File: src/rtl/hex_dump_streamer.sv
// hex_dump_streamer: reads a block of words from a synchronous-read memory
// and streams each word as lowercase ASCII hex onto the serial transmitter's
// xmit/txchar byte interface. Words are separated by a space, and a newline
// ends each line of WORDS_PER_LINE words and also ends the final word.
//
// Byte push handshake: xmit is a one-cycle push strobe, and txchar is valid only
// while xmit=1. The transmitter has no ready signal; tx_full acts as an inverted
// ready. A push is decided in a cycle where tx_full=0 and xmit is currently
// low. The push then appears, registered, in the following cycle. This spaces
// pushes at least two cycles apart, so the FIFO full flag always reflects the
// previous push before the next push is decided.
module hex_dump_streamer #(
  parameter int ADDR_W         = 10,
  parameter int DATA_W         = 16,
  parameter int WORDS_PER_LINE = 8
) (
  input  logic              clk,
  input  logic              nreset,
  input  logic              start,
  input  logic [ADDR_W-1:0] base_addr,
  input  logic [ADDR_W:0]   count,
  output logic              mem_rd,
  output logic [ADDR_W-1:0] mem_addr,
  input  logic [DATA_W-1:0] mem_data,
  input  logic              tx_full,
  output logic              xmit,
  output logic [7:0]        txchar,
  output logic              busy,
  output logic              done,
  output logic [2:0]        dbg_state_o
);

  localparam int NDIG  = DATA_W / 4;
  localparam int NIB_W = (NDIG > 1) ? $clog2(NDIG) : 1;
  localparam int LW_W  = (WORDS_PER_LINE > 1) ? $clog2(WORDS_PER_LINE) : 1;

  localparam logic [NIB_W-1:0] NIB_LAST  = NIB_W'(NDIG - 1);
  localparam logic [LW_W-1:0]  LINE_LAST = LW_W'(WORDS_PER_LINE - 1);
  localparam logic [ADDR_W:0]  REM_ONE   = (ADDR_W+1)'(1);

  typedef enum logic [2:0] {
    S_IDLE  = 3'd0,
    S_FETCH = 3'd1,
    S_WAIT  = 3'd2,
    S_EMIT  = 3'd3,
    S_SEP   = 3'd4,
    S_DONE  = 3'd5
  } state_t;

  state_t              state_q, state_d;
  logic [ADDR_W-1:0]   addr_q, addr_d;
  logic [ADDR_W:0]     remain_q, remain_d;
  logic [LW_W-1:0]     line_q, line_d;
  logic [NIB_W-1:0]    nib_q, nib_d;
  logic [DATA_W-1:0]   shreg_q, shreg_d;
  logic                xmit_q, xmit_d;
  logic [7:0]          txchar_q, txchar_d;
  logic                mem_rd_q, mem_rd_d;
  logic                busy_q, busy_d;
  logic                done_q, done_d;
  logic                can_push;

  // Map a nibble to its lowercase ASCII hex character.
  function automatic logic [7:0] hex_char(input logic [3:0] n);
    if (n < 4'd10) return 8'h30 + {4'h0, n};
    else           return 8'h57 + {4'h0, n};
  endfunction

  assign can_push = !tx_full && !xmit_q;

  // Next-state and registered-output decode for the dump sequencer.
  always_comb begin
    state_d  = state_q;
    addr_d   = addr_q;
    remain_d = remain_q;
    line_d   = line_q;
    nib_d    = nib_q;
    shreg_d  = shreg_q;
    txchar_d = txchar_q;
    xmit_d   = 1'b0;
    mem_rd_d = 1'b0;
    busy_d   = busy_q;
    done_d   = (state_q == S_DONE);

    case (state_q)
      S_IDLE: begin
        busy_d = 1'b0;
        if (start) begin
          addr_d   = base_addr;
          remain_d = count;
          line_d   = '0;
          busy_d   = 1'b1;
          if (count == '0) begin
            state_d = S_DONE;
          end else begin
            state_d  = S_FETCH;
            mem_rd_d = 1'b1;
          end
        end
      end
      S_FETCH: begin
        state_d = S_WAIT;
      end
      S_WAIT: begin
        shreg_d = mem_data;
        nib_d   = '0;
        state_d = S_EMIT;
      end
      S_EMIT: begin
        if (can_push) begin
          xmit_d   = 1'b1;
          txchar_d = hex_char(shreg_q[DATA_W-1 -: 4]);
          shreg_d  = shreg_q << 4;
          if (nib_q == NIB_LAST) begin
            nib_d   = '0;
            state_d = S_SEP;
          end else begin
            nib_d = nib_q + NIB_W'(1);
          end
        end
      end
      S_SEP: begin
        if (can_push) begin
          xmit_d = 1'b1;
          if (remain_q == REM_ONE || line_q == LINE_LAST) begin
            txchar_d = 8'h0a;
            line_d   = '0;
          end else begin
            txchar_d = 8'h20;
            line_d   = line_q + LW_W'(1);
          end
          addr_d   = addr_q + ADDR_W'(1);
          remain_d = remain_q - REM_ONE;
          if (remain_q == REM_ONE) begin
            state_d = S_DONE;
          end else begin
            state_d  = S_FETCH;
            mem_rd_d = 1'b1;
          end
        end
      end
      S_DONE: begin
        busy_d  = 1'b0;
        state_d = S_IDLE;
      end
      default: begin
        state_d = S_IDLE;
        busy_d  = 1'b0;
      end
    endcase
  end

  // State and output registers with synchronous active-low reset.
  always_ff @(posedge clk) begin
    if (!nreset) begin
      state_q  <= S_IDLE;
      addr_q   <= '0;
      remain_q <= '0;
      line_q   <= '0;
      nib_q    <= '0;
      shreg_q  <= '0;
      xmit_q   <= 1'b0;
      txchar_q <= '0;
      mem_rd_q <= 1'b0;
      busy_q   <= 1'b0;
      done_q   <= 1'b0;
    end else begin
      state_q  <= state_d;
      addr_q   <= addr_d;
      remain_q <= remain_d;
      line_q   <= line_d;
      nib_q    <= nib_d;
      shreg_q  <= shreg_d;
      xmit_q   <= xmit_d;
      txchar_q <= txchar_d;
      mem_rd_q <= mem_rd_d;
      busy_q   <= busy_d;
      done_q   <= done_d;
    end
  end

  assign mem_rd      = mem_rd_q;
  assign mem_addr    = addr_q;
  assign xmit        = xmit_q;
  assign txchar      = txchar_q;
  assign busy        = busy_q;
  assign done        = done_q;
  assign dbg_state_o = state_q;

endmodule

File: config.mk
export PLATFORM = sky130hd
export DESIGN_NAME = hex_dump_streamer
export DESIGN_NICKNAME = d
export VERILOG_FILES = /design/src/rtl/hex_dump_streamer.sv
export SDC_FILE = /design/constraint.sdc
export NUM_CORES = 1
export LEC_CHECK = 0
export ABC_AREA = 0
export CAP_MARGIN = 30
export CORE_MARGIN = 2
export CORE_UTILIZATION = 35
export CTS_CLUSTER_DIAMETER = 40
export DETAILED_ROUTE_END_ITERATION = 10
export GPL_TIMING_DRIVEN = 1
export SYNTH_ARGS = -nofsm -noshare
export SYNTH_HDL_FRONTEND = slang
export SYNTH_SLANG_ARGS = --single-unit
File: constraint.sdc
create_clock -name clk -period 2.8 [get_ports clk]
set_clock_uncertainty 0.05 [all_clocks]
set_input_delay 0.56 -clock clk [delete_from_list [all_inputs] [get_ports clk]]
set_output_delay 0.56 -clock clk [all_outputs]
set_load 0.05 [all_outputs]
# [Yosys cells after proc, flatten, opt, wreduce, memory -nomap -nowiden]
# Cells that the tools add are included.
[totals] input_bits=41 output_inout_bits=25 regBits=57 elab_cells=81
[op_classes] addsub=6 n_lt_le_gt_ge=1 eq_ne=12 reduce_logical=16 mux=35
[op_table] cell="one-hot mux 16 bit (2 select lines)" count=1
[op_table] cell="2-to-1 mux 3 bit" count=9
[op_table] cell="2-to-1 mux 8 bit" count=3
[op_table] cell="2-to-1 mux 11 bit" count=2
[op_table] cell="one-hot mux 11 bit (2 select lines)" count=1
[op_table] cell="2-to-1 mux 10 bit" count=2
[op_table] cell="one-hot mux 10 bit (2 select lines)" count=1
[op_table] cell="2-to-1 mux 16 bit" count=1
[op_table] cell="one-hot mux 8 bit (2 select lines)" count=1
[op_table] cell="one-hot mux 3 bit (5 select lines)" count=1
[op_table] cell="equality test 11 x 1 -> 1 bit (second input constant)" count=1
[op_table] cell="zero test 11 bit" count=1
[op_table] cell="subtractor 11 x 1 -> 11 bit (second input constant)" count=1
[op_table] cell="adder 10 x 1 -> 10 bit (second input constant)" count=1
[op_table] cell="equality test 3 bit (second input constant)" count=3
[op_table] cell="adder 7 x 4 -> 8 bit (first input constant)" count=1
[op_table] cell="inequality test 2 bit (second input constant)" count=4
[op_table] cell="adder 6 x 4 -> 7 bit (first input constant)" count=1
[op_table] cell="equality test 3 x 2 -> 1 bit (second input constant)" count=2
[op_table] cell="2-to-1 mux 1 bit" count=6
[op_table] cell="2-to-1 mux 6 bit" count=1
[op_table] cell="one-hot mux 3 bit (2 select lines)" count=1
[op_table] cell="AND reduction 3 bit" count=2
[op_table] cell="nonzero test 2 bit" count=3
[op_table] cell="16 further kinds" count=20

# [Longest topological paths before layout]
# Gate-level depths: netlist of run 1.
[logic_depth] depth_word=5 ltp_mapped=8

# [Worst setup path before layout of run 1]
# OpenSTA, ideal clock, no wires.
[synth_path] path_type="register to register" start="reg state_q[1], in the netlist dbg_state_o[1]" end="reg addr_q[8], in the netlist mem_addr[8]" synth_period_minus_slack_ns=2.164 setup_slack_ns=0.636 stages_incl_launch_ff=9 setup_ns=0.122 arrival_time_ns=1.992 path_cell_list="dfxtp_1 -> buf_2 -> or3b_2 -> clkbuf_1 -> clkbuf_1 -> buf_1 -> nor2_1 -> a22oi_1 -> o22ai_1"
[synth_between] elab_chain_len=3 word_cells_on_any_way=7 cone_classes="eq/ne: 3; mux: 1; reduce/logical: 3"
[synth_rtl] element="start, declared" line="50" source="state_t state_q, state_d;"
[synth_rtl] element="start signal, assigned" line="168" source="state_q <= state_d;"
[synth_rtl] element="equality test 3 bit / zero test 3 bit (equally long branches)" line="85" source="case (state_q)"
[synth_rtl] element="inequality test 2 bit (no line) / nonzero test 2 bit (equally long branches)"
[synth_rtl] element="AND reduction 3 bit (no line)"
[synth_rtl] element="end signal, assigned" line="169" source="addr_q <= addr_d;"
[synth_rtl] element="end, declared" line="51" source="logic [ADDR_W-1:0] addr_q, addr_d;"
# Several ways; a longest one is shown, not always the timed one.
# A chain may end at the register's enable or synchronous reset.

# [Worst setup path after layout of run 1]
[layout_path] start="reg state_q[0], in the netlist dbg_state_o[0]" end="out dbg_state_o[0]"
[layout_lines] element="end, declared" line="30" source="output logic [2:0] dbg_state_o"
# No word-level cell between the ends.

==> flow_results.xml, run 1 <==
<?xml version="1.0" encoding="UTF-8"?>
<metrics>
  <group name="synth">
    <metric name="synth_adder_area_share" unit="%">2.96</metric>
    <metric name="post_synth_instance_area" unit="um2">2960</metric>
    <metric name="synth_xor_area_share" unit="%">0.592</metric>
    <metric name="synthFlopType" unit="">sky130_fd_sc_hd__dfxtp_1</metric>
    <metric name="synthesis.area_per_instance" unit="um2">8.28</metric>
    <metric name="synthMuxAreaShare" unit="%">4.40</metric>
    <metric name="syn-instance-count" unit="">357</metric>
    <metric name="yosys-top-cells-area" unit="">sky130_fd_sc_hd__dfxtp_1 38%, sky130_fd_sc_hd__o211a_1 5.1%, sky130_fd_sc_hd__nand2_1 4.8%</metric>
    <metric name="postSynth.asyncResetShare" unit="%">0</metric>
    <metric name="synth.largest_area_cell" unit="">sky130_fd_sc_hd__dfxtp_1</metric>
    <metric name="ys_ff_latch" unit="">56</metric>
    <metric name="yosysSeqAreaShare" unit="%">37.9</metric>
    <metric name="synth_top_cell_area_share" unit="%">37.9</metric>
    <metric name="synth_edf_count" unit="">0</metric>
    <metric name="synth_top_family_by_area" unit="">compound AO/OA/AOI/OAI gates</metric>
    <metric name="synth-simple-area-share" unit="%">22.6</metric>
    <metric name="synthesis.nets" unit="">405</metric>
    <metric name="synth.distinct_cells" unit="">56</metric>
    <metric name="ys_warn_count" unit="">0</metric>
    <metric name="post_synthesis_compound_gate_area_fraction" unit="%">26.7</metric>
  </group>
  <group name="sta">
    <metric name="slew_at_the_pin_closest_to_its_max_slew_limit" unit="ns">0.566</metric>
    <metric name="drv_slew" unit="">0</metric>
    <metric name="period_share" unit="%">84.5</metric>
    <metric name="setup_slack" unit="ns">0.433</metric>
    <metric name="relSlewSlack" unit="%">62.2</metric>
    <metric name="finalHoldViolCount" unit="">0</metric>
    <metric name="finalHoldWorstSlack" unit="ns">0.429</metric>
    <metric name="fin_crit" unit="ns">2.37</metric>
    <metric name="rsz0062_at_grt" unit="">no</metric>
    <metric name="finalSetupViolations" unit="">0</metric>
    <metric name="setup_tns" unit="ns">0</metric>
    <metric name="maxClockFrequency" unit="GHz">0.422</metric>
  </group>
  <group name="routing">
    <metric name="ant_nets" unit="">0</metric>
    <metric name="routedWlPerCell" unit="um">15.1</metric>
    <metric name="via_count" unit="">2789</metric>
    <metric name="route.final.wire_length" unit="um">7840</metric>
    <metric name="viasPerCell" unit="">5.36</metric>
    <metric name="detail_route.drc_violations" unit="">0</metric>
    <metric name="detail_route.iter0.violations" unit="">179</metric>
    <metric name="pre_repair_dr_iteration_count" unit="">4</metric>
  </group>
  <group name="worst_setup_path">
    <metric name="required_time_at_the_worst_slack_endpoint" unit="ns">2.19</metric>
    <metric name="type_of_the_worst_setup_path" unit="">register to output port</metric>
    <metric name="critical_path.max_stage_delay" unit="ns">0.88</metric>
    <metric name="critPathArrivalTime" unit="ns">1.76</metric>
    <metric name="critPathSlowestCell" unit="">sky130_fd_sc_hd__clkdlybuf4s50_1</metric>
    <metric name="startpoint_type" unit="">register</metric>
    <metric name="cpLargestDelayFamily" unit="">buffers and inverters</metric>
    <metric name="r2r_start" unit="">dbg_state_o[0]$_SDFFE_PN0P_</metric>
    <metric name="critPathCaptureType" unit="">output port</metric>
    <metric name="worstPathCellList" unit="">clkdlybuf4s50_1</metric>
    <metric name="cp_num_buf_inv" unit="">1</metric>
    <metric name="setup.worst_path.start" unit="">dbg_state_o[0]$_SDFFE_PN0P_</metric>
    <metric name="crit_fanout" unit="">12</metric>
  </group>
  <group name="placed_design">
    <metric name="detailedPlacementHpwl" unit="um">5400</metric>
    <metric name="placement.io_buffers" unit="">64</metric>
    <metric name="final_wtd_congestion" unit="">0.857</metric>
    <metric name="place_ws" unit="ns">0.485</metric>
  </group>
  <group name="global_route">
    <metric name="first_global_vias" unit="">2681</metric>
    <metric name="top_usage_layer" unit="">met2</metric>
    <metric name="gr-usage-all-layers" unit="%">18.0</metric>
    <metric name="grt_start_max_net_pins" unit="">51</metric>
    <metric name="use_met3" unit="%">2.27</metric>
    <metric name="use_met1" unit="%">26.6</metric>
    <metric name="first_pass_grt_wire_length" unit="um">13200</metric>
    <metric name="number_of_antenna_violations_at_the_first_check_in_global_routing" unit="">0</metric>
    <metric name="met2_layer_usage_reported_by_global_route" unit="%">26.9</metric>
    <metric name="grt_remaining_overflow" unit="">0</metric>
  </group>
  <group name="clocking">
    <metric name="cts.reportedPaths.clkPinSlew" unit="ns">0.11</metric>
    <metric name="cts_tree" unit="">done</metric>
    <metric name="tritoncts.num_buffers" unit="">5</metric>
    <metric name="clock_tree_root_driver_cell" unit="">sky130_fd_sc_hd__clkbuf_8</metric>
    <metric name="cts-resized-gates" unit="">0</metric>
    <metric name="clock_path_buffers" unit="">2</metric>
    <metric name="cts_num_sinks" unit="">56</metric>
    <metric name="postCtsHoldBufs" unit="">0</metric>
    <metric name="h-tree-depth" unit="">2</metric>
    <metric name="cts_post_setup_buffers_inserted" unit="">0</metric>
    <metric name="clk-insertion-delay-late" unit="ns">0.31</metric>
  </group>
  <group name="layout">
    <metric name="final_net_count" unit="">462</metric>
    <metric name="layout_common_cells" unit="">64 x sky130_fd_sc_hd__clkdlybuf4s50_1, 56 x sky130_fd_sc_hd__dfxtp_1, 38 x sky130_fd_sc_hd__nand2_1, 25 x sky130_fd_sc_hd__o21ai_0, 23 x sky130_fd_sc_hd__a21oi_1</metric>
    <metric name="n_antenna_cell" unit="">0</metric>
    <metric name="final_layout_size_suffix_gt1_share" unit="%">6.51</metric>
    <metric name="mostFrequentLayoutCell" unit="">sky130_fd_sc_hd__clkdlybuf4s50_1</metric>
    <metric name="syn_to_final_growth" unit="%">29.6</metric>
    <metric name="postLayoutCoreUtil" unit="%">46.6</metric>
  </group>
  <group name="status">
    <metric name="run_status" unit="">finished, final reports clean</metric>
  </group>
  <group name="pwr">
    <metric name="power.leakage" unit="uW">0.00160</metric>
    <metric name="areal_power_density_over_the_cells" unit="nW/um2">483</metric>
    <metric name="power" unit="uW">1850</metric>
    <metric name="peakVddDrop" unit="mV">0.254</metric>
  </group>
  <group name="worst_hold_path">
    <metric name="worst_hold_path_type" unit="">register to register</metric>
    <metric name="hold_path_startpoint" unit="">txchar[6]$_SDFFE_PN0P_</metric>
  </group>
  <group name="die">
    <metric name="io-pin-count" unit="">66</metric>
    <metric name="chipHeight" unit="um">95.9</metric>
    <metric name="floorplan.rows" unit="">33</metric>
    <metric name="core_region_area" unit="um2">8220</metric>
    <metric name="fp.dieW" unit="um">95.9</metric>
    <metric name="floorplan.die_area" unit="um2">9200</metric>
    <metric name="initial_core_util" unit="%">36.0</metric>
  </group>
  <group name="flow_run">
    <metric name="max-cap-violations" unit="">0</metric>
  </group>
</metrics>
## final timing paths
check / slack, ns / depth (start not counted) / to
worst max-delay path: 0.43 / 1 / dbg_state_o[0]
worst min-delay path: 0.43 / 2 / txchar[6]$_SDFFE_PN0P_
worst max register to register: 0.65 / 4 / txchar[4]$_SDFFE_PN0P_
worst min register to register: 0.43 / 2 / txchar[6]$_SDFFE_PN0P_
## cells by family after synthesis
family	count (synthesis)
fa+ha+maj	7
mux	13
compound gates	114
xor+xnor	2
simple gates	129
flops	56
buf+inv	35
other cells	1
## per-layer routing
metal	wire, um	vias up
met4	146	0
met5	0	-
met3	298	10
met2	3490	70
met1	3900	1293
li1	-	1416
## through the flow
step,cells,instance area [um2]
final,520,3830
after global routing,520,3830
after CTS,520,3830
after detailed placement,512,3720
after global placement,512,3720
after floorplan,357,2960
## synthesized netlist by cell type (2+ instances only)
master	n
sky130_fd_sc_hd__dfxtp_1	56
sky130_fd_sc_hd__nand2_1	38
sky130_fd_sc_hd__o21ai_0	26
sky130_fd_sc_hd__a21oi_1	23
sky130_fd_sc_hd__nor2_1	21
sky130_fd_sc_hd__clkbuf_1	20
sky130_fd_sc_hd__o211a_1	15
sky130_fd_sc_hd__mux2i_1	13
sky130_fd_sc_hd__nand3_1	12
sky130_fd_sc_hd__inv_1	10
sky130_fd_sc_hd__nor3_1	9
sky130_fd_sc_hd__nor2b_1	8
sky130_fd_sc_hd__a21boi_0	7
sky130_fd_sc_hd__ha_1	7
sky130_fd_sc_hd__nor4_1	7
sky130_fd_sc_hd__a31oi_1	6
sky130_fd_sc_hd__a22oi_1	5
sky130_fd_sc_hd__nor3b_1	5
sky130_fd_sc_hd__o211ai_1	5
sky130_fd_sc_hd__o21a_1	5
sky130_fd_sc_hd__or3_1	5
sky130_fd_sc_hd__a21o_1	4
sky130_fd_sc_hd__and2_0	4
sky130_fd_sc_hd__and3_1	4
sky130_fd_sc_hd__nand2b_1	3
sky130_fd_sc_hd__a211oi_1	2
sky130_fd_sc_hd__a2bb2oi_1	2
sky130_fd_sc_hd__a32o_1	2
sky130_fd_sc_hd__and2_1	2
sky130_fd_sc_hd__buf_1	2
sky130_fd_sc_hd__buf_2	2
sky130_fd_sc_hd__or4_4	2
sky130_fd_sc_hd__xnor2_1	2
## registers in the layout, indices dropped and copies added (netlist names)
register     flops
remain_q        11
mem_addr        10
done             1
dbg_state_o      3
txchar           7
busy             1
nib_q            2
mem_rd           1
xmit             1
line_q           3
shreg_q         16
## cell type report
class                           instances  area (um2)
Inverter                               10        37.5
Fill cell                             826        4380
Sequential cell                        56        1120
Timing Repair Buffer                   75         723
Multi-Input combinational cell        266        1700
Clock buffer                            5        68.8
Clock inverter                          3        47.5
Tap cell                              105         131
## report_power, final
part           total [uW]  internal [uW]  switching, uW  leakage [uW]
clock                 553            270            283     0.0000583
combinational         397            185            212       0.00108
sequential            900            846           54.1      0.000458
Power figures use the tool's default switching activity.
==> run 2: changes to the inputs <==
Clock period 2.8 ns to 2.5 ns, I/O delays scaled along.
==> flow_results.xml, run 2 (synthesis results as in run 1) <==
<?xml version="1.0" encoding="UTF-8"?>
<metrics>
  <group name="worst_setup_path">
    <metric name="critPathCaptureType" unit="">output port</metric>
    <metric name="worst_reg_to_reg_path_cell_count" unit="">4</metric>
    <metric name="r2r_start" unit="">remain_q[2]$_SDFFE_PN0P_</metric>
    <metric name="worst-r2r-setup-slack" unit="ns">0.40</metric>
    <metric name="critPathSlowestCell" unit="">sky130_fd_sc_hd__clkdlybuf4s50_1</metric>
    <metric name="critPathArrivalTime" unit="ns">1.71</metric>
    <metric name="crit_fanout" unit="">13</metric>
    <metric name="required_time_at_the_worst_slack_endpoint" unit="ns">1.95</metric>
    <metric name="startpoint_type" unit="">register</metric>
    <metric name="critical_path.max_stage_delay" unit="ns">0.82</metric>
    <metric name="worst_r2r_endpoint" unit="">remain_q[9]$_SDFFE_PN0P_</metric>
    <metric name="type_of_the_worst_setup_path" unit="">register to output port</metric>
    <metric name="worstPathCellList" unit="">buf_4, clkdlybuf4s50_1</metric>
  </group>
  <group name="sta">
    <metric name="rsz0062_at_grt" unit="">no</metric>
    <metric name="drv_slew" unit="">0</metric>
    <metric name="finalHoldViolCount" unit="">0</metric>
    <metric name="maxClockFrequency" unit="GHz">0.442</metric>
    <metric name="relSlewSlack" unit="%">58.2</metric>
    <metric name="fin_crit" unit="ns">2.26</metric>
    <metric name="setup_tns" unit="ns">0</metric>
    <metric name="finalHoldWorstSlack" unit="ns">0.437</metric>
    <metric name="finalSetupViolations" unit="">0</metric>
    <metric name="slew_at_the_pin_closest_to_its_max_slew_limit" unit="ns">0.624</metric>
    <metric name="period_share" unit="%">90.6</metric>
  </group>
  <group name="global_route">
    <metric name="gr-usage-all-layers" unit="%">17.5</metric>
    <metric name="grt_start_max_net_pins" unit="">51</metric>
    <metric name="first_global_vias" unit="">2577</metric>
    <metric name="first_pass_grt_wire_length" unit="um">12700</metric>
    <metric name="grt_remaining_overflow" unit="">0</metric>
    <metric name="number_of_antenna_violations_at_the_first_check_in_global_routing" unit="">0</metric>
  </group>
  <group name="routing">
    <metric name="via_count" unit="">2756</metric>
    <metric name="ant_nets" unit="">0</metric>
    <metric name="viasPerCell" unit="">5.27</metric>
    <metric name="detail_route.iter0.violations" unit="">203</metric>
    <metric name="pre_repair_dr_iteration_count" unit="">4</metric>
    <metric name="detail_route.drc_violations" unit="">0</metric>
    <metric name="route.final.wire_length" unit="um">7710</metric>
    <metric name="routedWlPerCell" unit="um">14.7</metric>
  </group>
  <group name="die">
    <metric name="fp.dieW" unit="um">95.9</metric>
    <metric name="io-pin-count" unit="">66</metric>
    <metric name="floorplan.die_area" unit="um2">9200</metric>
    <metric name="core_region_area" unit="um2">8220</metric>
    <metric name="floorplan.rows" unit="">33</metric>
    <metric name="initial_core_util" unit="%">36.0</metric>
    <metric name="chipHeight" unit="um">95.9</metric>
  </group>
  <group name="layout">
    <metric name="postLayoutCellArea" unit="um2">3890</metric>
    <metric name="final_net_count" unit="">465</metric>
    <metric name="mostFrequentLayoutCell" unit="">sky130_fd_sc_hd__clkdlybuf4s50_1</metric>
    <metric name="largest_register_ffs" unit="">16</metric>
    <metric name="area_of_combinational_cells_with_multiple_inputs" unit="um2">1700</metric>
    <metric name="fill_cells" unit="">806</metric>
    <metric name="postLayoutCoreUtil" unit="%">47.3</metric>
    <metric name="largest_reg_by_ff_count" unit="">shreg_q</metric>
    <metric name="final_layout_size_suffix_gt1_share" unit="%">7.18</metric>
    <metric name="n_antenna_cell" unit="">0</metric>
    <metric name="final-seq-area" unit="um2">1120</metric>
    <metric name="layout_common_cells" unit="">64 x sky130_fd_sc_hd__clkdlybuf4s50_1, 56 x sky130_fd_sc_hd__dfxtp_1, 38 x sky130_fd_sc_hd__nand2_1, 25 x sky130_fd_sc_hd__o21ai_0, 23 x sky130_fd_sc_hd__a21oi_1</metric>
    <metric name="syn_to_final_growth" unit="%">31.5</metric>
  </group>
  <group name="clocking">
    <metric name="postCtsHoldBufs" unit="">0</metric>
    <metric name="h-tree-depth" unit="">2</metric>
    <metric name="cts_tree" unit="">done</metric>
    <metric name="clock_path_buffers" unit="">2</metric>
    <metric name="clk-insertion-delay-late" unit="ns">0.31</metric>
    <metric name="tritoncts.num_buffers" unit="">5</metric>
    <metric name="cts_num_sinks" unit="">56</metric>
    <metric name="cts-resized-gates" unit="">0</metric>
    <metric name="cts.reportedPaths.clkPinSlew" unit="ns">0.10</metric>
    <metric name="clock_tree_root_driver_cell" unit="">sky130_fd_sc_hd__clkbuf_8</metric>
    <metric name="cts_post_setup_buffers_inserted" unit="">0</metric>
  </group>
  <group name="pwr">
    <metric name="areal_power_density_over_the_cells" unit="nW/um2">558</metric>
    <metric name="power.leakage" unit="uW">0.00163</metric>
    <metric name="peakVddDrop" unit="mV">0.280</metric>
    <metric name="power" unit="uW">2170</metric>
  </group>
  <group name="status">
    <metric name="run_status" unit="">finished, final reports clean</metric>
  </group>
  <group name="placed_design">
    <metric name="final_wtd_congestion" unit="">0.799</metric>
    <metric name="dpl-instance-area" unit="um2">3750</metric>
    <metric name="detailedPlacementHpwl" unit="um">5460</metric>
    <metric name="placement.io_buffers" unit="">64</metric>
  </group>
  <group name="worst_hold_path">
    <metric name="hold_path_startpoint" unit="">txchar[4]$_SDFFE_PN0P_</metric>
    <metric name="worst_hold_endpoint" unit="">txchar[4]$_SDFFE_PN0P_</metric>
    <metric name="holdPathStages" unit="">2</metric>
    <metric name="worst_hold_path_type" unit="">register to register</metric>
  </group>
  <group name="flow_run">
    <metric name="max-cap-violations" unit="">0</metric>
  </group>
</metrics>
==> run 2: cell types whose count changed in the layout (fill, tap and decap cells not counted) <==
cell                        change
sky130_fd_sc_hd__buf_4          +2
sky130_fd_sc_hd__clkinv_4       -2
sky130_fd_sc_hd__buf_12         +1
sky130_fd_sc_hd__bufinv_16      +1
sky130_fd_sc_hd__inv_6          +1
==> run 2: cell type report <==
cell class,instances,area share (%)
multi-input cells,266,43.8
well taps,105,3.38
clock inverters,3,1.77
clock buffers,5,1.77
repair buffers,78,19.5
flip-flops and latches,56,28.8
inverters,10,0.965
==> run 2: routing by layer <==
| layer | vias up | track usage [%] | share of wire (%) |
|---|---|---|---|
| met5 | - | 0 | 0 |
| met3 | 6 | 3.05 | 3.1 |
| met4 | 0 | 5.12 | 1.2 |
| met1 | 1272 | 25.1 | 50 |
| li1 | 1428 | - | - |
| met2 | 50 | 26.7 | 46 |
==> run 2: worst max-delay path: cells and delay by family, from the launching register on <==
| kind | cells | cell delay, ns |
|---|---|---|
| buffers and inverters | 2 | 1.02 |
| DFF | 1 | 0.38 |
==> run 2: power by group <==
part,total [uW],leakage [uW],switching (uW),internal [uW]
clock network,713,0.0000687,309,403
logic,450,0.00110,239,210
registers,1010,0.000458,58.7,948
==> run 2: how the worst max path moves through the flow <==
stage	startpoint	end	slack, ns	depth (start not counted)
after floorplan	dbg_state_o[1]$_SDFFE_PN0P_	mem_addr[8]$_SDFFE_PN0P_	0.34	8
after global placement	tx_full	mem_addr[3]$_SDFFE_PN0P_	0.33	6
after detailed placement	tx_full	txchar[6]$_SDFFE_PN0P_	0.31	5
after global routing	dbg_state_o[2]$_SDFFE_PN0P_	dbg_state_o[2]	0.15	2
final	dbg_state_o[2]$_SDFFE_PN0P_	dbg_state_o[2]	0.24	2
after CTS	dbg_state_o[1]$_SDFFE_PN0P_	dbg_state_o[1]	0.22	1
==> run 2: metrics by stage <==
stage          setup slack, ns  std cells
5_1_grt                  0.149        523
2_1_floorplan            0.336        357
4_1_cts                  0.219        523
3_3_place_gp             0.332        515
6_report                 0.236        523
3_5_place_dp             0.307        515
